--- src/rtl/mux_pkg.sv ---
// Shared types and helpers for the N-channel registered mux.
// Imported by the arbiter and the mux top.
package mux_pkg;

    typedef enum logic {
        MUX_SEL_EXT = 1'b0,
        MUX_SEL_RR  = 1'b1
    } mux_mode_e;

    // Index width that never collapses to zero bits.
    function automatic int clog2_min1(input int n);
        return (n <= 2) ? 1 : $clog2(n);
    endfunction

endpackage

--- src/rtl/rr_arbiter.sv ---
// Round-robin arbiter: grants the first requester at or after ptr.
// ptr moves past the winner only when the grant is actually taken.
module rr_arbiter
    import mux_pkg::*;
#(
    parameter int NUM_INPUTS = 4,
    localparam int SEL_W = clog2_min1(NUM_INPUTS)
) (
    input  logic                  clk,
    input  logic                  reset,
    input  logic [NUM_INPUTS-1:0] req,
    input  logic                  advance,
    output logic                  grant_valid,
    output logic [SEL_W-1:0]      grant_idx
);

    logic [SEL_W-1:0] ptr_q, ptr_d;

    // Scan from the farthest offset down so the nearest requester wins.
    always_comb begin
        int k;
        grant_valid = 1'b0;
        grant_idx   = '0;
        for (int o = NUM_INPUTS - 1; o >= 0; o--) begin
            k = int'(ptr_q) + o;
            if (k >= NUM_INPUTS) k = k - NUM_INPUTS;
            if (req[k]) begin
                grant_valid = 1'b1;
                grant_idx   = SEL_W'(k);
            end
        end
    end

    always_comb begin
        ptr_d = ptr_q;
        if (advance && grant_valid) begin
            if (grant_idx == SEL_W'(NUM_INPUTS - 1)) ptr_d = '0;
            else ptr_d = grant_idx + 1'b1;
        end
    end

    always_ff @(posedge clk) begin
        if (reset) ptr_q <= '0;
        else       ptr_q <= ptr_d;
    end

endmodule

--- src/rtl/muxn_arb.sv ---
// N-channel registered mux with valid/ready on every channel.
// Channel choice comes from select or from a round-robin arbiter.
module muxn_arb
    import mux_pkg::*;
#(
    parameter int        DATA_SIZE  = 32,
    parameter int        NUM_INPUTS = 4,
    parameter mux_mode_e ARB_MODE   = MUX_SEL_EXT,
    localparam int       SEL_W      = clog2_min1(NUM_INPUTS)
) (
    input  logic                            clk,
    input  logic                            reset,
    input  logic [NUM_INPUTS*DATA_SIZE-1:0] in_data,
    input  logic [NUM_INPUTS-1:0]           in_valid,
    output logic [NUM_INPUTS-1:0]           in_ready,
    input  logic [SEL_W-1:0]                select,
    output logic [DATA_SIZE-1:0]            out_data,
    output logic                            out_valid,
    input  logic                            out_ready,
    output logic [SEL_W-1:0]                out_src
);

    logic                 load, xfer, gnt_v;
    logic [SEL_W-1:0]     gnt_idx;
    logic [DATA_SIZE-1:0] gnt_data;
    logic [DATA_SIZE-1:0] data_q, data_d;
    logic [SEL_W-1:0]     src_q, src_d;
    logic                 valid_q, valid_d;

    assign load = !valid_q || out_ready;
    assign xfer = gnt_v && load && !reset;

    generate
        if (ARB_MODE == MUX_SEL_RR) begin : g_rr
            logic unused_sel;
            assign unused_sel = ^select;
            rr_arbiter #(
                .NUM_INPUTS(NUM_INPUTS)
            ) u_rr (
                .clk        (clk),
                .reset      (reset),
                .req        (in_valid),
                .advance    (xfer),
                .grant_valid(gnt_v),
                .grant_idx  (gnt_idx)
            );
        end else begin : g_ext
            // Out-of-range select matches no channel, so no grant.
            always_comb begin
                gnt_v   = 1'b0;
                gnt_idx = select;
                for (int i = 0; i < NUM_INPUTS; i++) begin
                    if (select == SEL_W'(i) && in_valid[i]) gnt_v = 1'b1;
                end
            end
        end
    endgenerate

    always_comb begin
        gnt_data = '0;
        in_ready = '0;
        for (int i = 0; i < NUM_INPUTS; i++) begin
            if (gnt_idx == SEL_W'(i)) begin
                gnt_data    = in_data[i*DATA_SIZE +: DATA_SIZE];
                in_ready[i] = xfer;
            end
        end
    end

    always_comb begin
        valid_d = valid_q;
        data_d  = data_q;
        src_d   = src_q;
        if (xfer) begin
            valid_d = 1'b1;
            data_d  = gnt_data;
            src_d   = gnt_idx;
        end else if (load) begin
            valid_d = 1'b0;
        end
    end

    always_ff @(posedge clk) begin
        if (reset) begin
            valid_q <= 1'b0;
            data_q  <= '0;
            src_q   <= '0;
        end else begin
            valid_q <= valid_d;
            data_q  <= data_d;
            src_q   <= src_d;
        end
    end

    assign out_data  = data_q;
    assign out_valid = valid_q;
    assign out_src   = src_q;

endmodule

--- config.mk ---
export PLATFORM = sky130hd
export DESIGN_NAME = muxn_arb
export DESIGN_NICKNAME = d
export VERILOG_FILES = /design/src/rtl/mux_pkg.sv /design/src/rtl/rr_arbiter.sv /design/src/rtl/muxn_arb.sv
export SDC_FILE = /design/constraint.sdc
export NUM_CORES = 1
export LEC_CHECK = 0
export CORE_MARGIN = 4
export CORE_UTILIZATION = 31
export DETAILED_ROUTE_END_ITERATION = 10
export PLACE_DENSITY = 0.76
export SYNTH_ARGS = -nofsm -noshare
export SYNTH_HDL_FRONTEND = slang
export SYNTH_SLANG_ARGS = --single-unit
--- constraint.sdc ---
create_clock -name clk -period 1.6 [get_ports clk]
set_input_delay 0.24 -clock clk [delete_from_list [all_inputs] [get_ports clk]]
set_output_delay 0.24 -clock clk [all_outputs]
set_load 0.05 [all_outputs]
==> results of run 1 <==
kinds of logic (layout without fill, tap and decap cells):
family	count (synthesis)	after routing
flops	35	35
compound gates	35	35
simple gates	48	48
mux	34	34
buf+inv	25	203
cells in the mapped netlist:
library cell,count,share of area
and4b_1,1,0.0043
a2111oi_0,1,0.0038
inv_1,1,0.0016
buf_2,5,0.011
nand2b_1,2,0.0054
a31oi_1,1,0.0027
or3_1,1,0.0027
nand2_1,1,0.0016
nand3_1,1,0.0022
nor2b_1,1,0.0027
buf_6,1,0.0049
buf_4,3,0.0098
mux4_2,27,0.26
dfxtp_1,35,0.30
nor2_1,6,0.0098
and4_1,34,0.13
clkbuf_1,13,0.021
mux2_2,1,0.0049
a31o_1,33,0.13
nor4_1,1,0.0027
buf_12,2,0.017
mux4_1,6,0.068
area by class of cell:
type,count,area share
Timing Repair Buffer,196,0.4537
Inverter,1,0.0008576
Tap cell,99,0.02830
Multi-Input combinational cell,117,0.3402
Sequential cell,35,0.1604
Clock buffer,6,0.01658
repair_timing:
| action | in CTS | in global routing |
|---|---|---|
| setup endpoints to repair | 4 | 28 |
| pin swaps | 3 | 1 |
| gates cloned | 0 | 3 |
| gates resized for setup | 8 | 4 |
| hold buffers | 0 | 0 |
| buffers inserted | 1 | 0 |
power groups by stage:
stage / Clock (mW) / Combinational (mW) / Sequential, mW
finish: 0.575 / 1.37 / 1.02
global placement: 0 / 1.32 / 1.04
CTS: 0.603 / 1.35 / 1.02
global route: 0.660 / 1.45 / 1.03
detailed placement: 0 / 1.34 / 1.04
floorplan: 0 / 0.388 / 1.37
sequential cells by signal (all words and copies together) (netlist names):
| register | cells |
|---|---|
| out_data | 32 |
| out_src | 2 |
| out_valid | 1 |
critical path, stage by stage (launching register included):
cell	delay, ns
dfxtp_2	0.32
nor2b_4	0.12
or3_4	0.36
nor2_4	0.11
buf_12	0.14
per-stage QoR:
stage	cells	hold WS (ns)	power [mW]
2_1_floorplan	177	0.3050	1.754
3_3_place_gp	444	0.4568	2.351
3_5_place_dp	444	0.4634	2.375
4_1_cts	451	0.4493	2.970
5_1_grt	454	0.4726	3.138
6_report	454	0.4580	2.967
how the worst min path moves through the flow:
stage                   endpoint  slack (ns)          from  depth (start not counted)
floorplan              out_valid        0.30         reset                          1
global placement    out_data[13]        0.46  out_data[13]                          1
detailed placement  out_data[21]        0.46  out_data[21]                          1
CTS                    out_valid        0.45         reset                          3
global route           out_valid        0.47         reset                          3
finish                 out_valid        0.46         reset                          3
routing by layer:
layer  vias up  track usage  wire (µm)
met5         -            0          0
met4         0      0.03249         35
met3         4      0.05449        684
met2        99       0.3251       4431
met1      1155       0.1862       3055
li1       1121            -          -
==> impl_metrics.yaml, run 1 <==
critical_path:
  reg2reg_depth: 5
  critPathLaunchType: "flop"
  cp-endpoint: "in_ready[1]"
  worstPathMaxFanout: 2
  arrival_ns: 1.34
  criticalPathCategory: "flop to output port"
  worstSetupStartpoint: "out_valid"
  worstReg2RegEnd: "out_data[29]"
  r2r_start: "out_valid"
  worstSetupEndpointType: "output port"
  crit_required_ns: 1.36
  reg2reg_slack_ns: 0.34
timing:
  worst_slack_ns: 0.02063
  min_period_ns: 1.579
  final_hold_viol_count: 0
  relSlewSlack: 0.7393
  fin_skew_ns: 0.003856
  finalSetupViolCount: 0
  fmax_ghz: 0.6332
  fin_tns_setup_ns: 0
  slew_viol_final: 0
  finalCritPeriodShare: 0.9871
  grt_setup_unrepaired: "yes"
  tightestPinTransition_ns: 0.3811
die:
  start_util: 0.3176
  ios: 176
  die_h_um: 94.20
  coreArea_um2: 7253
  row_count: 31
  die_w_um: 94.20
  die_area_um2: 8874
synthesis:
  syn_nets: 314
  synthAdderAreaFrac: 0
  synth_xor_area_frac: 0
  netlist_area_um2: 2303
  syn-mean-instance-area_um2: 13.01
  synth_top_family_by_area: "multiplexers"
  synth_compound_area_frac: 0.1320
  yosys.area_share.simple: 0.1608
  synth-seq-cells: 35
  netlist-cell-type-count: 22
  yosysWarnings: 0
  muxShareOfSynthArea: 0.3373
  seq_area_frac_synth: 0.3042
  synth_cells: 177
placement:
  dp_hpwl_mm: 6.224
  port_buffers: 175
  pre_cts_ws_ns: -0.2823
  gp_congestion: 0.7360
  place_area_um2: 4205
global_route:
  grt_remaining_overflow: 0
  grt_util_all_layers: 0.1716
  grt_start_max_net_pins: 35
  grt_pass1_wl_mm: 11.88
  antenna_found_initial: 0
  grt_pass1_vias: 2510
clock_network:
  cts_buffers: 5
  cts.clk_slew.worst_paths_ns: 0.07
  clk_path_buf_depth: 2
  cts-root-buf: "clkbuf_8"
  cts_tree: "yes"
  cts_sinks: 35
  cts_max_level: 2
  clk_latency_ns: 0.28
power:
  vdd_drop_max_mv: 0.4455
  powerDensity_nw_per_um2: 677.9
  leakagePower_nw: 1.749
  power_frac_seq: 0.343
  p_int_mw: 1.979
  switching_share: 0.3329
  pwr-share-comb: 0.463
  clkPwrFrac: 0.194
  p_switching_uw: 987.8
cells_and_area:
  multi_input_area_um2: 1489
  n_antenna_cell: 0
  drive_gt1_frac: 0.2901
  seqCellArea_um2: 701.9
  final_core_util: 0.6034
  final_common_cell: "clkdlybuf4s50_1"
  final_nets: 493
  n_fill_cell: 599
  layout_common_cells: "128 x clkdlybuf4s50_1, 46 x buf_4, 34 x dfxtp_1"
  syn_to_final_growth_pct: 90.01
  fin_area_um2: 4377
route:
  wl_per_cell_um: 18.08
  routed_wl_mm: 8.207
  num_vias: 2379
  drtPass1Iterations: 4
  viasPerCell: 5.240
  drc_errors: 0
  drt-initial-drc-count: 46
  drtAntennaViolNets: 0
worst_hold_path:
  hp-class: "input pin to flop"
status:
  outcome: "finished clean"
job:
  maxCapViolCount: 0
No activity file was read; power rests on OpenSTA's default activity.
==> run 2, diff against run 1 <==
--- a/config.mk
+++ b/config.mk
@@ -8,7 +8,8 @@
 export CORE_MARGIN = 4
 export CORE_UTILIZATION = 31
 export DETAILED_ROUTE_END_ITERATION = 10
-export PLACE_DENSITY = 0.76
+export PLACE_DENSITY_LB_ADDON = 0.3
+export SKIP_LAST_GASP = 1
 export SYNTH_ARGS = -nofsm -noshare
 export SYNTH_HDL_FRONTEND = slang
 export SYNTH_SLANG_ARGS = --single-unit
==> impl_metrics.yaml, run 2 (synthesis gave the netlist of run 1 again) <==
cells_and_area:
  fin_area_um2: 4408
  syn_to_final_growth_pct: 91.36
  final_common_cell: "clkdlybuf4s50_1"
  drive_gt1_frac: 0.2893
  largest_reg_flops: 32
  n_fill_cell: 603
  layout_common_cells: "128 x clkdlybuf4s50_1, 45 x buf_4, 34 x and4_1, 34 x dfxtp_1, 33 x a31o_1"
  final_core_util: 0.6077
  final_nets: 493
  n_antenna_cell: 0
timing:
  relSlewSlack: 0.7559
  finalSetupViolCount: 0
  finalCritPeriodShare: 0.9968
  fmax_ghz: 0.6270
  tightestPinTransition_ns: 0.3569
  worst_slack_ns: 0.005108
  min_period_ns: 1.595
  slew_viol_final: 0
  final_hold_viol_count: 0
  fin_skew_ns: 0.001438
  grt_setup_unrepaired: "yes"
  holdWs_ns: 0.3288
route:
  wl_per_cell_um: 17.71
  drt-initial-drc-count: 28
  viasPerCell: 5.213
  drtAntennaViolNets: 0
  drc_errors: 0
  drtPass1Iterations: 4
  num_vias: 2372
  routed_wl_mm: 8.060
die:
  start_util: 0.3176
  die_w_um: 94.20
  die_h_um: 94.20
  ios: 176
  coreArea_um2: 7253
  row_count: 31
  die_area_um2: 8874
critical_path:
  critical_path.top_delay_family: "simple AND/OR/NAND/NOR gates"
  reg2reg_slack_ns: 0.32
  crit_chain: "nor2b_4, or3_4, nor2_4, buf_12"
  path_buf_inv: 1
  crit_required_ns: 1.36
  arrival_ns: 1.35
  critPathLaunchType: "flop"
  worstSetupEndpointType: "output port"
  slowest_delay_ns: 0.36
  worstPathMaxFanout: 4
  criticalPathCategory: "flop to output port"
  critPathSlowestCell: "or3_4"
global_route:
  grt_remaining_overflow: 0
  grt_pass1_vias: 2485
  antenna_found_initial: 0
  grt_pass1_wl_mm: 11.76
  grt_util_all_layers: 0.1684
  grt_start_max_net_pins: 35
power:
  clkPwrFrac: 0.212
  switching_share: 0.3307
  power_frac_seq: 0.335
  vdd_drop_max_mv: 0.3564
  power_mw: 3.039
  powerDensity_nw_per_um2: 689.4
  p_int_mw: 2.034
  leakagePower_nw: 1.767
  pwr-share-comb: 0.453
  p_switching_mw: 1.005
clock_network:
  cts_buffers: 5
  cts-root-buf: "clkbuf_8"
  cts_hold_buf: 0
  cts_max_level: 2
  cts.clk_slew.worst_paths_ns: 0.07
  clk_latency_ns: 0.28
  cts_sinks: 35
  clk_path_buf_depth: 2
  cts_tree: "yes"
placement:
  gp_congestion: 0.7009
  pre_cts_ws_ns: -0.2820
  port_buffers: 175
  dp_hpwl_mm: 6.138
  place_area_um2: 4218
worst_hold_path:
  hp-class: "input pin to flop"
job:
  maxCapViolCount: 0
status:
  outcome: "finished clean"
## run 2: final cells by class
type,instances,area (µm²),share of cell area
tap,99,123.9,0.02810
timing repair buffer,196,2012,0.4564
clock inverter,1,5.005,0.001135
multi-input combinational,117,1479,0.3355
clock buffer,6,82.58,0.01873
inverter,1,3.754,0.0008515
sequential,35,701.9,0.1592
## run 2: what timing repair did
item / CTS / global route
setup buffers: 1 / 0
gates resized for setup: 5 / 4
setup endpoints to repair: 4 / 23
gates cloned: 0 / 3
pin swaps: 1 / 1
endpoints found under the hold margin: 0 / 0
## run 2: per-stage QoR
stage	TNS, ns	std cells
floorplan	0	177
global placement	-8.579	444
detailed placement	-8.987	444
CTS	-0.02198	452
global route	-0.06829	455
finish	0	455
## run 2: worst reg2reg max path, cell delays in order (launching register included)
cell	delay (ns)
dfxtp_2	0.32
buf_4	0.13
nand2b_1	0.13
nand3_1	0.15
buf_12	0.21
a31o_1	0.23
## run 2: final timing paths
path,startpoint,endpoint,depth (start not counted)
worst max-delay path,out_valid,in_ready[0],4
worst min register to register,out_data[6],out_data[6],1
worst max register to register,out_valid,out_data[26],5
worst min-delay path,select[1],out_src[1],3
## run 2: metal layers
metal,vias to the layer above,GRT usage,part of all wire
li1,1122,-,-
met1,1129,0.1761,0.35
met2,105,0.3245,0.54
met3,16,0.04808,0.086
met4,0,0.04452,0.023
met5,-,0,0
## run 2: power groups by stage
stage	clock network, mW	logic (mW)	registers (mW)
6_report	0.645	1.38	1.02
5_1_grt	0.729	1.45	1.03
4_1_cts	0.674	1.35	1.02
3_5_place_dp	0	1.34	1.04
3_3_place_gp	0	1.32	1.03
2_1_floorplan	0	0.388	1.37
==> run 3, diff against run 2 <==
--- a/config.mk
+++ b/config.mk
@@ -9,6 +9,7 @@
 export CORE_UTILIZATION = 31
 export DETAILED_ROUTE_END_ITERATION = 10
 export PLACE_DENSITY_LB_ADDON = 0.3
+export SETUP_SLACK_MARGIN = 0.2
 export SKIP_LAST_GASP = 1
 export SYNTH_ARGS = -nofsm -noshare
 export SYNTH_HDL_FRONTEND = slang
==> impl_metrics.yaml, run 3 (synthesis gave the netlist of run 1 again) <==
timing:
  slew_viol_final: 0
  relSlewSlack: 0.6799
  final_hold_viol_count: 0
  finalCritPeriodShare: 1.011
  fin_tns_setup_ns: -0.03602
  fin_skew_ns: 0.003163
  holdWs_ns: 0.3082
  tightestPinTransition_ns: 0.4681
  grt_setup_unrepaired: "yes"
  finalSetupViolCount: 2
  worst_slack_ns: -0.01819
  min_period_ns: 1.618
  fmax_ghz: 0.6180
global_route:
  grt_remaining_overflow: 0
  grt_pass1_wl_mm: 12.74
  grt_util_all_layers: 0.1855
  grt_pass1_vias: 2583
  antenna_found_initial: 0
  grt_start_max_net_pins: 32
cells_and_area:
  final_nets: 498
  largest_reg_flops: 32
  layout_common_cells: "128 x clkdlybuf4s50_1, 45 x buf_4, 34 x dfxtp_1"
  fin_area_um2: 4522
  n_antenna_cell: 0
  drive_gt1_frac: 0.3232
  final_common_cell: "clkdlybuf4s50_1"
  syn_to_final_growth_pct: 96.31
worst_hold_path:
  min_to: "out_src[1]"
  hp-class: "input pin to flop"
  hold_path.startpoint: "select[1]"
  hold_depth: 3
placement:
  gp_congestion: 0.7496
  port_buffers: 175
  place_area_um2: 4185
  dp_hpwl_mm: 6.379
  pre_cts_ws_ns: -0.3176
clock_network:
  clk_latency_ns: 0.28
  cts_hold_buf: 0
  cts_tree: "yes"
  cts_max_level: 2
  cts_buffers: 5
  cts_sinks: 35
  clk_path_buf_depth: 2
  cts.clk_slew.worst_paths_ns: 0.07
  cts-root-buf: "clkbuf_8"
route:
  num_vias: 2454
  routed_wl_mm: 8.671
  drc_errors: 0
  drtPass1Iterations: 4
  drtAntennaViolNets: 0
  viasPerCell: 5.323
  drt-initial-drc-count: 39
  wl_per_cell_um: 18.81
critical_path:
  criticalPathCategory: "flop to output port"
  crit_required_ns: 1.36
  worstSetupEndpointType: "output port"
  slowest_delay_ns: 0.36
  arrival_ns: 1.38
  r2r_start: "out_valid"
  path_buf_inv: 1
  critPathSlowestCell: "or3_4"
  crit_cells: 4
  critPathLaunchType: "flop"
  worstPathMaxFanout: 3
  worstReg2RegEnd: "out_data[1]"
  crit_chain: "nor2b_4, or3_4, nor2_4, buf_12"
  critical_path.top_delay_family: "simple AND/OR/NAND/NOR gates"
  reg2reg_slack_ns: 0.28
  reg2reg_depth: 5
die:
  start_util: 0.3176
  coreArea_um2: 7253
  die_w_um: 94.20
  die_h_um: 94.20
  die_area_um2: 8874
  ios: 176
  row_count: 31
power:
  vdd_drop_max_mv: 0.3796
  leakagePower_nw: 1.790
  powerDensity_nw_per_um2: 703.7
job:
  maxCapViolCount: 0
status:
  outcome: "finished, violations left"
  violations: "negative setup slack"
[run 3: cell count changes in the layout (fill, tap and decap cells not counted), moves of 2 or more]
cell	before	now
buf_8	0	2
dlymetal6s2s_1	4	0
buf_12	12	10
buf_16	0	5
buf_6	0	4
buf_2	2	4
clkbuf_16	3	1
[run 3: repair_timing]
item,CTS,global route
pin swaps,9,7
resized for setup,33,5
hold endpoints to repair,0,0
setup endpoints to repair,37,37
buffers inserted,5,1
gates cloned,5,1
[run 3: report_power, final]
part	total [mW]	internal, mW	switching (mW)
clock network	0.703	0.393	0.310
registers	1.02	0.968	0.0504
logic	1.46	0.778	0.682
[run 3: worst max-delay path by stage]
stage | endpoint | slack (ns) | start
global route | in_ready[1] | -0.06 | out_valid
floorplan | out_data[0] | 0.15 | select[0]
finish | in_ready[0] | -0.02 | out_valid
CTS | in_ready[1] | -0.03 | out_valid
detailed placement | out_data[19] | -0.32 | in_valid[3]
global placement | out_data[24] | -0.27 | in_valid[3]
[run 3: tightest hold or removal path, stage by stage]
cell    delay (ns)
buf_2         0.15
nor2_1        0.10
nor4_1        0.05
[run 3: final cells by class]
cell class | instances | area (µm²)
Sequential cell | 35 | 704.4
Fill cell | 610 | 2731
Clock buffer | 8 | 100.1
Multi-Input combinational cell | 117 | 1495
Tap cell | 99 | 123.9
Inverter | 1 | 3.754
Timing Repair Buffer | 201 | 2095
[run 3: per-stage QoR]
stage	std cells	utilization	power (mW)
5_1_grt	461	0.6234	3.309
3_3_place_gp	441	0.5770	2.344
6_report	461	0.6234	3.182
3_5_place_dp	441	0.5770	2.368
4_1_cts	459	0.6172	3.193
2_1_floorplan	177	-	1.778
[run 3: metal layers]
layer  share of wire  track usage  wire length (µm)
met1            0.39       0.1993              3378
met2            0.52       0.3558              4507
met3           0.075      0.04487               647
met4           0.016      0.05174               137
met5               0            0                 0
